--- src/rtl/fxp_pkg.sv ---
// Shared fixed-point helpers: rescale with round-half-up and clamp to a signed width.
// Values travel in a wide signed container so any supported product fits without loss.
package fxp_pkg;

    localparam int unsigned FxpMaxWidth = 128;

    typedef logic signed [FxpMaxWidth-1:0] fxp_wide_t;

    // shift > 0 drops fractional bits with ties toward +inf; shift < 0 appends zero bits.
    function automatic fxp_wide_t fxp_shift_round(input fxp_wide_t value, input int shift);
        fxp_wide_t half;
        fxp_wide_t res;
        if (shift > 0) begin
            half = fxp_wide_t'(1) <<< (shift - 1);
            res  = (value + half) >>> shift;
        end else if (shift == 0) begin
            res = value;
        end else begin
            res = value <<< (-shift);
        end
        return res;
    endfunction

    function automatic fxp_wide_t fxp_sat(input fxp_wide_t value, input int unsigned width);
        fxp_wide_t max_v;
        fxp_wide_t min_v;
        fxp_wide_t res;
        max_v = (fxp_wide_t'(1) <<< (width - 1)) - fxp_wide_t'(1);
        min_v = -max_v - fxp_wide_t'(1);
        if (value > max_v) begin
            res = max_v;
        end else if (value < min_v) begin
            res = min_v;
        end else begin
            res = value;
        end
        return res;
    endfunction

endpackage

--- src/rtl/fxp_round_sat.sv ---
// Combinational rescale of a signed fixed-point value to a new format, then clamp or wrap.
// MULT_SAT_EN selects clamping and adds the sat flag; otherwise the result wraps.
module fxp_round_sat
    import fxp_pkg::*;
#(
    parameter int InWidth  = 32,
    parameter int InPoint  = 20,
    parameter int OutWidth = 16,
    parameter int OutPoint = 10
) (
    input  logic signed [InWidth-1:0]  value,
    output logic signed [OutWidth-1:0] result
`ifdef MULT_SAT_EN
    ,
    output logic                       sat
`endif
);

    localparam int Shift = InPoint - OutPoint;

    fxp_wide_t scaled;
    fxp_wide_t limited;

    always_comb begin
        scaled  = fxp_shift_round(fxp_wide_t'(value), Shift);
`ifdef MULT_SAT_EN
        limited = fxp_sat(scaled, OutWidth);
        sat     = (limited != scaled);
`else
        limited = scaled;
`endif
        result  = OutWidth'(limited);
    end

endmodule

--- src/rtl/fxp_multiplier.sv ---
// Two-stage signed fixed-point multiplier: full product register, then rescale/limit register.
// Define MULT_SAT_EN for saturation and the sat_o flag; default build wraps.
module fxp_multiplier
    import fxp_pkg::*;
#(
    parameter int AWidth   = 16,
    parameter int APoint   = 12,
    parameter int BWidth   = 16,
    parameter int BPoint   = 8,
    parameter int OutWidth = 16,
    parameter int OutPoint = 10
) (
    input  logic                       clk_i,
    input  logic                       rst_i,
    input  logic                       valid_i,
    input  logic signed [AWidth-1:0]   a_i,
    input  logic signed [BWidth-1:0]   b_i,
    output logic                       valid_o,
    output logic signed [OutWidth-1:0] m_o
`ifdef MULT_SAT_EN
    ,
    output logic                       sat_o
`endif
);

    localparam int ProdWidth = AWidth + BWidth;
    localparam int ProdPoint = APoint + BPoint;
    localparam int UpShift   = (OutPoint > ProdPoint) ? (OutPoint - ProdPoint) : 0;

    if (AWidth < 2 || BWidth < 2 || OutWidth < 2 ||
        APoint < 0 || BPoint < 0 || OutPoint < 0) begin : g_bad_params
        $error("fxp_multiplier: widths must be >= 2 and points >= 0");
    end

    if (ProdWidth + UpShift + 1 > int'(FxpMaxWidth) || OutWidth > int'(FxpMaxWidth)) begin : g_too_wide
        $error("fxp_multiplier: configuration exceeds the fxp_pkg container width");
    end

    logic                        valid_q;
    logic signed [ProdWidth-1:0] prod_q;
    logic signed [OutWidth-1:0]  m_next;
`ifdef MULT_SAT_EN
    logic                        sat_next;
`endif

    always_ff @(posedge clk_i) begin
        if (rst_i) begin
            valid_q <= 1'b0;
            prod_q  <= '0;
        end else begin
            valid_q <= valid_i;
            prod_q  <= ProdWidth'(a_i) * ProdWidth'(b_i);
        end
    end

    fxp_round_sat #(
        .InWidth  (ProdWidth),
        .InPoint  (ProdPoint),
        .OutWidth (OutWidth),
        .OutPoint (OutPoint)
    ) u_round_sat (
        .value  (prod_q),
        .result (m_next)
`ifdef MULT_SAT_EN
        ,
        .sat    (sat_next)
`endif
    );

    always_ff @(posedge clk_i) begin
        if (rst_i) begin
            valid_o <= 1'b0;
            m_o     <= '0;
`ifdef MULT_SAT_EN
            sat_o   <= 1'b0;
`endif
        end else begin
            valid_o <= valid_q;
            m_o     <= m_next;
`ifdef MULT_SAT_EN
            sat_o   <= sat_next;
`endif
        end
    end

endmodule

--- config.mk ---
export PLATFORM = sky130hd
export DESIGN_NAME = fxp_multiplier
export DESIGN_NICKNAME = d
export VERILOG_FILES = /design/src/rtl/fxp_pkg.sv /design/src/rtl/fxp_round_sat.sv /design/src/rtl/fxp_multiplier.sv
export SDC_FILE = /design/constraint.sdc
export NUM_CORES = 1
export LEC_CHECK = 0
export BUFFER_PORTS_ARGS = -buffer_cell sky130_fd_sc_hd__buf_4
export CELL_PAD_IN_SITES_DETAIL_PLACEMENT = 0
export CELL_PAD_IN_SITES_GLOBAL_PLACEMENT = 1
export CORE_MARGIN = 1.5
export CORE_UTILIZATION = 40
export CTS_CLUSTER_DIAMETER = 120
export DETAILED_ROUTE_END_ITERATION = 10
export PLACE_DENSITY = 0.7
export SLEW_MARGIN = 20
export SYNTH_ARGS = -nofsm -noshare
export SYNTH_HDL_FRONTEND = slang
export SYNTH_SLANG_ARGS = --single-unit
--- constraint.sdc ---
create_clock -name clk_i -period 7.6 [get_ports clk_i]
set_input_delay 0.38 -clock clk_i [delete_from_list [all_inputs] [get_ports clk_i]]
set_output_delay 0.38 -clock clk_i [all_outputs]
set_load 0.05 [all_outputs]
==> After elaboration in Yosys (flattened, before gate mapping) <==
Index checks and enable logic that the tools add are counted.
{ "op_classes": {"mul": 1, "reduce_logical": 0, "bitwise": 0, "mux": 0, "div_mod_pow": 0, "eq_ne": 0, "n_shift": 0, "add_sub_neg": 1, "order_cmp": 0} }
{ "ops": {"columns": ["op", "n"], "rows": [
  ["adder 26 x 11 -> 26 bit, second input constant", 1],
  ["multiplier 16 x 16 -> 26 bit", 1]
]} }
{ "totals": {"input_bits": 35, "elab_cells": 6, "latch_bits": 0, "mem_bits_rw": 0, "out_inout_bits": 17, "ff_bits": 44, "mem_bits_ro": 0, "n_memories": 0} }

==> Logic depth before layout (Yosys ltp) <==
{ "depth": {"word_depth": 1, "ltp_mapped": 23, "mapped_depth_nobuf": 22} }

==> By module <==
From an unflattened synthesis, not the netlist that was laid out.
{ "unflattened": {"hier_cells": 1242, "hier_area_um2": 11593.6} }
{ "modules_own_cells": {"columns": ["mod", "area_each_um2", "cells_per_inst", "seq_area_each_um2", "instances"], "rows": [
  ["fxp_multiplier", 11215.8, 1198, 1001.0, 1],
  ["fxp_round_sat", 377.9, 44, 0.0, 1]
]} }

==> Worst setup path before layout <==
OpenSTA, ideal clock, no wires.
{ "synth_timing": {"path_type": "in2reg", "start": "input port a_i[7]", "end": "register prod_q[23]", "n_path_buf": 1, "arrival_ps": 5796, "path_slack_ps": 1681, "t_required_ps": 7477, "setup_ps": 123, "stages": 21, "cell_sequence": "clkbuf_1 > nand2_1 > fa_1 > inv_1 > fa_1 > inv_1 > fa_1 > inv_1 > fa_1 > fa_1 > inv_1 > fa_1 > inv_1 > ha_1 > a21o_1 > a21o_1 > a211o_1 > a21oi_1 > o31ai_4 > a311oi_1 > mux2_1"} }
{ "synth_between": {"elab_chain_len": 1} }
{ "synth_rtl": {"columns": ["item", "line_no", "rtl"], "rows": [
  ["start: declaration", "fxp_multiplier.sv:16", "input logic signed [AWidth-1:0] a_i,"],
  ["multiplier 16 x 16 -> 26 bit", "fxp_multiplier.sv:52", "prod_q <= ProdWidth'(a_i) * ProdWidth'(b_i);"],
  ["end signal: assignment", "fxp_multiplier.sv:52", null],
  ["end: declaration", "fxp_multiplier.sv:40", "logic signed [ProdWidth-1:0] prod_q;"]
]} }
Every way passes these cells.
A chain may end at the register's enable or synchronous reset.

==> Final worst setup path <==
{ "layout_timing": {"start": "input port b_i[7]", "end": "register prod_q[23]"} }
{ "layout_between": {"elab_chain_len": 1} }
{ "layout_rtl": {"columns": ["item", "line_no", "rtl"], "rows": [
  ["start: declaration", "fxp_multiplier.sv:17", "input logic signed [BWidth-1:0] b_i,"],
  ["multiplier 16 x 16 -> 26 bit", "fxp_multiplier.sv:52", null]
]} }
Every way passes these cells.

==> key figures <==
Logic synthesis
  • Mux cell area share after synthesis: 0.227%
  • Compound-Gate Fraction of Synth Area: under 10%
  • Top cells by area, synth: fa_1 44%, inv_1 11%, ha_1 9.8%
  • Number of synthesized flops with an enable pin: 0
  • Distinct cells, synth: between 40 and 50
  • Combinational family with the most area after synthesis: adder cells
  • Post-Syn Instances: 1051
  • XOR/XNOR Fraction of Synth Area: 4.21%
  • Synth Net Count: approximately 1400
  • Area share of the largest cell type after synthesis: about 44%
  • Post-synth top area cell: fa_1
  • Synth Area in Adders: a little over half
  • Sequential area share after synthesis: 7.49%
  • Synth Register Bits: 35
  • Synthesized area per cell: between 8 and 9 um2
  • Synth Area in Simple Gates: between 15 and 20%
  • Mapped Area: ~9400 um2
  • Yosys warns: 0
  • Async S/R FF share, synth: 0%
  • Ys flop type: dfxtp_1

Timing
  • Fin. max-slew vios: 0
  • Fin crit share: 76.8%
  • Setup TNS: 0 ps
  • Clock Skew: approximately 3.8 ps
  • Maximum clock rate: around 0.17 GHz
  • Min Tclk post-route: just under 6000 ps
  • Post-route setup slack: ~1800 ps
  • Max transition margin: between 60% and 70%
  • RSZ-0062 raised after global routing: no
  • Fin. Hold Viols: 0
  • Final setup fails: 0
  • Worst Max-Slew Pin Slew: around 530 ps

Critical path
  • CP max stage delay: approximately 540 ps
  • Slowest CP cell: fa_1
  • Most frequent CP cell: fa_1
  • Arr. time, crit path: between 5000 and 6000 ps
  • Crit end category: register
  • WS Path Type: input port to register
  • Sequence of cells on the critical path: buf_4, nand2_1, fa_1, inv_1, fa_1, inv_1, fa_1, inv_1, fa_1, fa_1, inv_1, fa_1, inv_1, ha_1, a21o_1, a21o_1, a211o_1, a21oi_1, o31ai_4, a311oi_1, mux2_1
  • CP required: between 7000 and 8000 ps
  • CP Launch Type: input port
  • Crit Path Max Fanout: 16

Global routing
  • Total gr overflow: 0
  • Initial antenna violation count: 0
  • Total GRT Usage: a little under a fifth
  • Largest net degree at the start of global routing: 40
  • Vias in the first global route: around 7000
  • First-pass GRT wire length: about 36 mm

Cells and area
  • P&R area growth vs syn: 8.57%
  • Most frequent cells in the layout: 265 x inv_1, 208 x fa_1, 125 x nand2_1
  • Fin nets: 1386
  • Layout cells sized above 1: 5.70%
  • N_diodes: 0
  • Non-Filler Instances: 1384
  • Commonest non-fill, non-tap cell in the layout: inv_1

Floorplan
  • Core outline area: approximately 23000 um2
  • Die Y: 156 um
  • I/O pin total: 52
  • DIE AREA: 24300 um2
  • Initial Utilization: between 40% and 50%
  • Overall die width: ~160 um
  • Row count: 55

Drt
  • Detailed Route WL: ~21 mm
  • Drt via density: approximately 4.8
  • Highest routed layer: met4
  • Vias post-DR: approximately 6600
  • DRT iter0 DRCs: between 200 and 300
  • DRC errors left: 0
  • M1 WL: roughly 9.0 mm
  • Met3 wire len: between 600 and 700 um
  • Routed len/inst: around 15 um
  • First drt pass iteration count: 5
  • Final ANT Viol Nets: 0
  • Met2 wire len: around 11 mm

Placed design
  • Placed Cells: about 1400
  • Pre-CTS WS: 1490 ps
  • HPWL after detailed placement: about 18 mm
  • IO Port Bufs: between 50 and 60
  • GPL Wtd Cong: 0.812

CTS
  • CTS buffer count: 5
  • Clk_lat worst skew: between 200 and 300 ps
  • Post-CTS sizing: 0
  • Largest buffer count on any clock path: 2
  • H-tree levels: 2
  • Post-CTS Hold Buffers: 0
  • Clock root cell: clkbuf_16
  • Clk slew on worst S/H paths: roughly 50 ps
  • CTS tree: yes
  • # Post-CTS Setup Buffers: 0
  • Clock sink count: 35

Flow run
  • Max_cap viols: 0

Worst hold path
  • Worst hold path type: input port to register

Status
  • Outcome: finished, final reports clean
## sequential cells by signal (all words and copies together) (netlist names)
name	count
valid_o	1
m_o	16
prod_q	17
valid_q	1
## worst paths after layout
kind                 to  cells past startpoint        from  slack (ps)
max          prod_q[23]                     21      b_i[7]        1770
min             valid_q                      2     valid_i         320
max reg2reg     m_o[15]                      6  prod_q[12]        5860
min reg2reg     valid_o                      1     valid_q         440
## worst max-delay path: cells and delay by family
family	cells	cell delay (ps)
adders and majority gates	7	3300
muxes	1	350
and+or+nand+nor	1	100
AOI/OAI and AO/OA	6	1400
buffers and inverters	6	450
## cell type report
type,instances,area (um2)
clock buffers,6,139
fillers,2298,12600
flip-flops and latches,35,701
clock inverters,2,35.0
inverters,266,998
repair buffers,51,383
multi-input cells,711,7510
well taps,313,392
## layer usage
layer,track usage (%),up-vias
met2,34.4,121
met5,0,-
met4,4.81,0
met1,24.7,3337
met3,2.08,28
li1,-,3090
## through the flow
| stage | utilization [%] | instance area (um2) | hold WS (ps) |
|---|---|---|---|
| 6_report | 44.6 | 10200 | 320 |
| 5_1_grt | 44.6 | 10200 | 321 |
| 4_1_cts | 44.6 | 10200 | 317 |
| 3_5_place_dp | 43.8 | 9990 | 435 |
| 3_3_place_gp | 43.8 | 9990 | 418 |
| 2_1_floorplan | - | 9360 | 414 |
## synthesized netlist by cell type (7+ instances only)
cell type	count
inv_1	265
fa_1	208
nand2_1	125
and2_1	116
ha_1	73
clkbuf_1	39
nor2_1	37
dfxtp_1	35
xnor2_1	27
xor2_1	18
a21oi_1	16
nand3_1	10
nand4_1	8
nor2b_1	8
o21ai_0	8
and3_1	7
nor3_1	7
## logic make-up (layout without fill, tap and decap cells)
| group | count (synthesis) | in the layout |
|---|---|---|
| simple gates | 332 | 332 |
| buf+inv | 305 | 325 |
| fa+ha+maj | 281 | 281 |
| compound gates | 51 | 51 |
| xor+xnor | 45 | 45 |
| flops | 35 | 35 |
| mux | 2 | 2 |
Power is not shown: default switching activity piles up to over one toggle a cycle in this logic, so the estimate is an artifact.
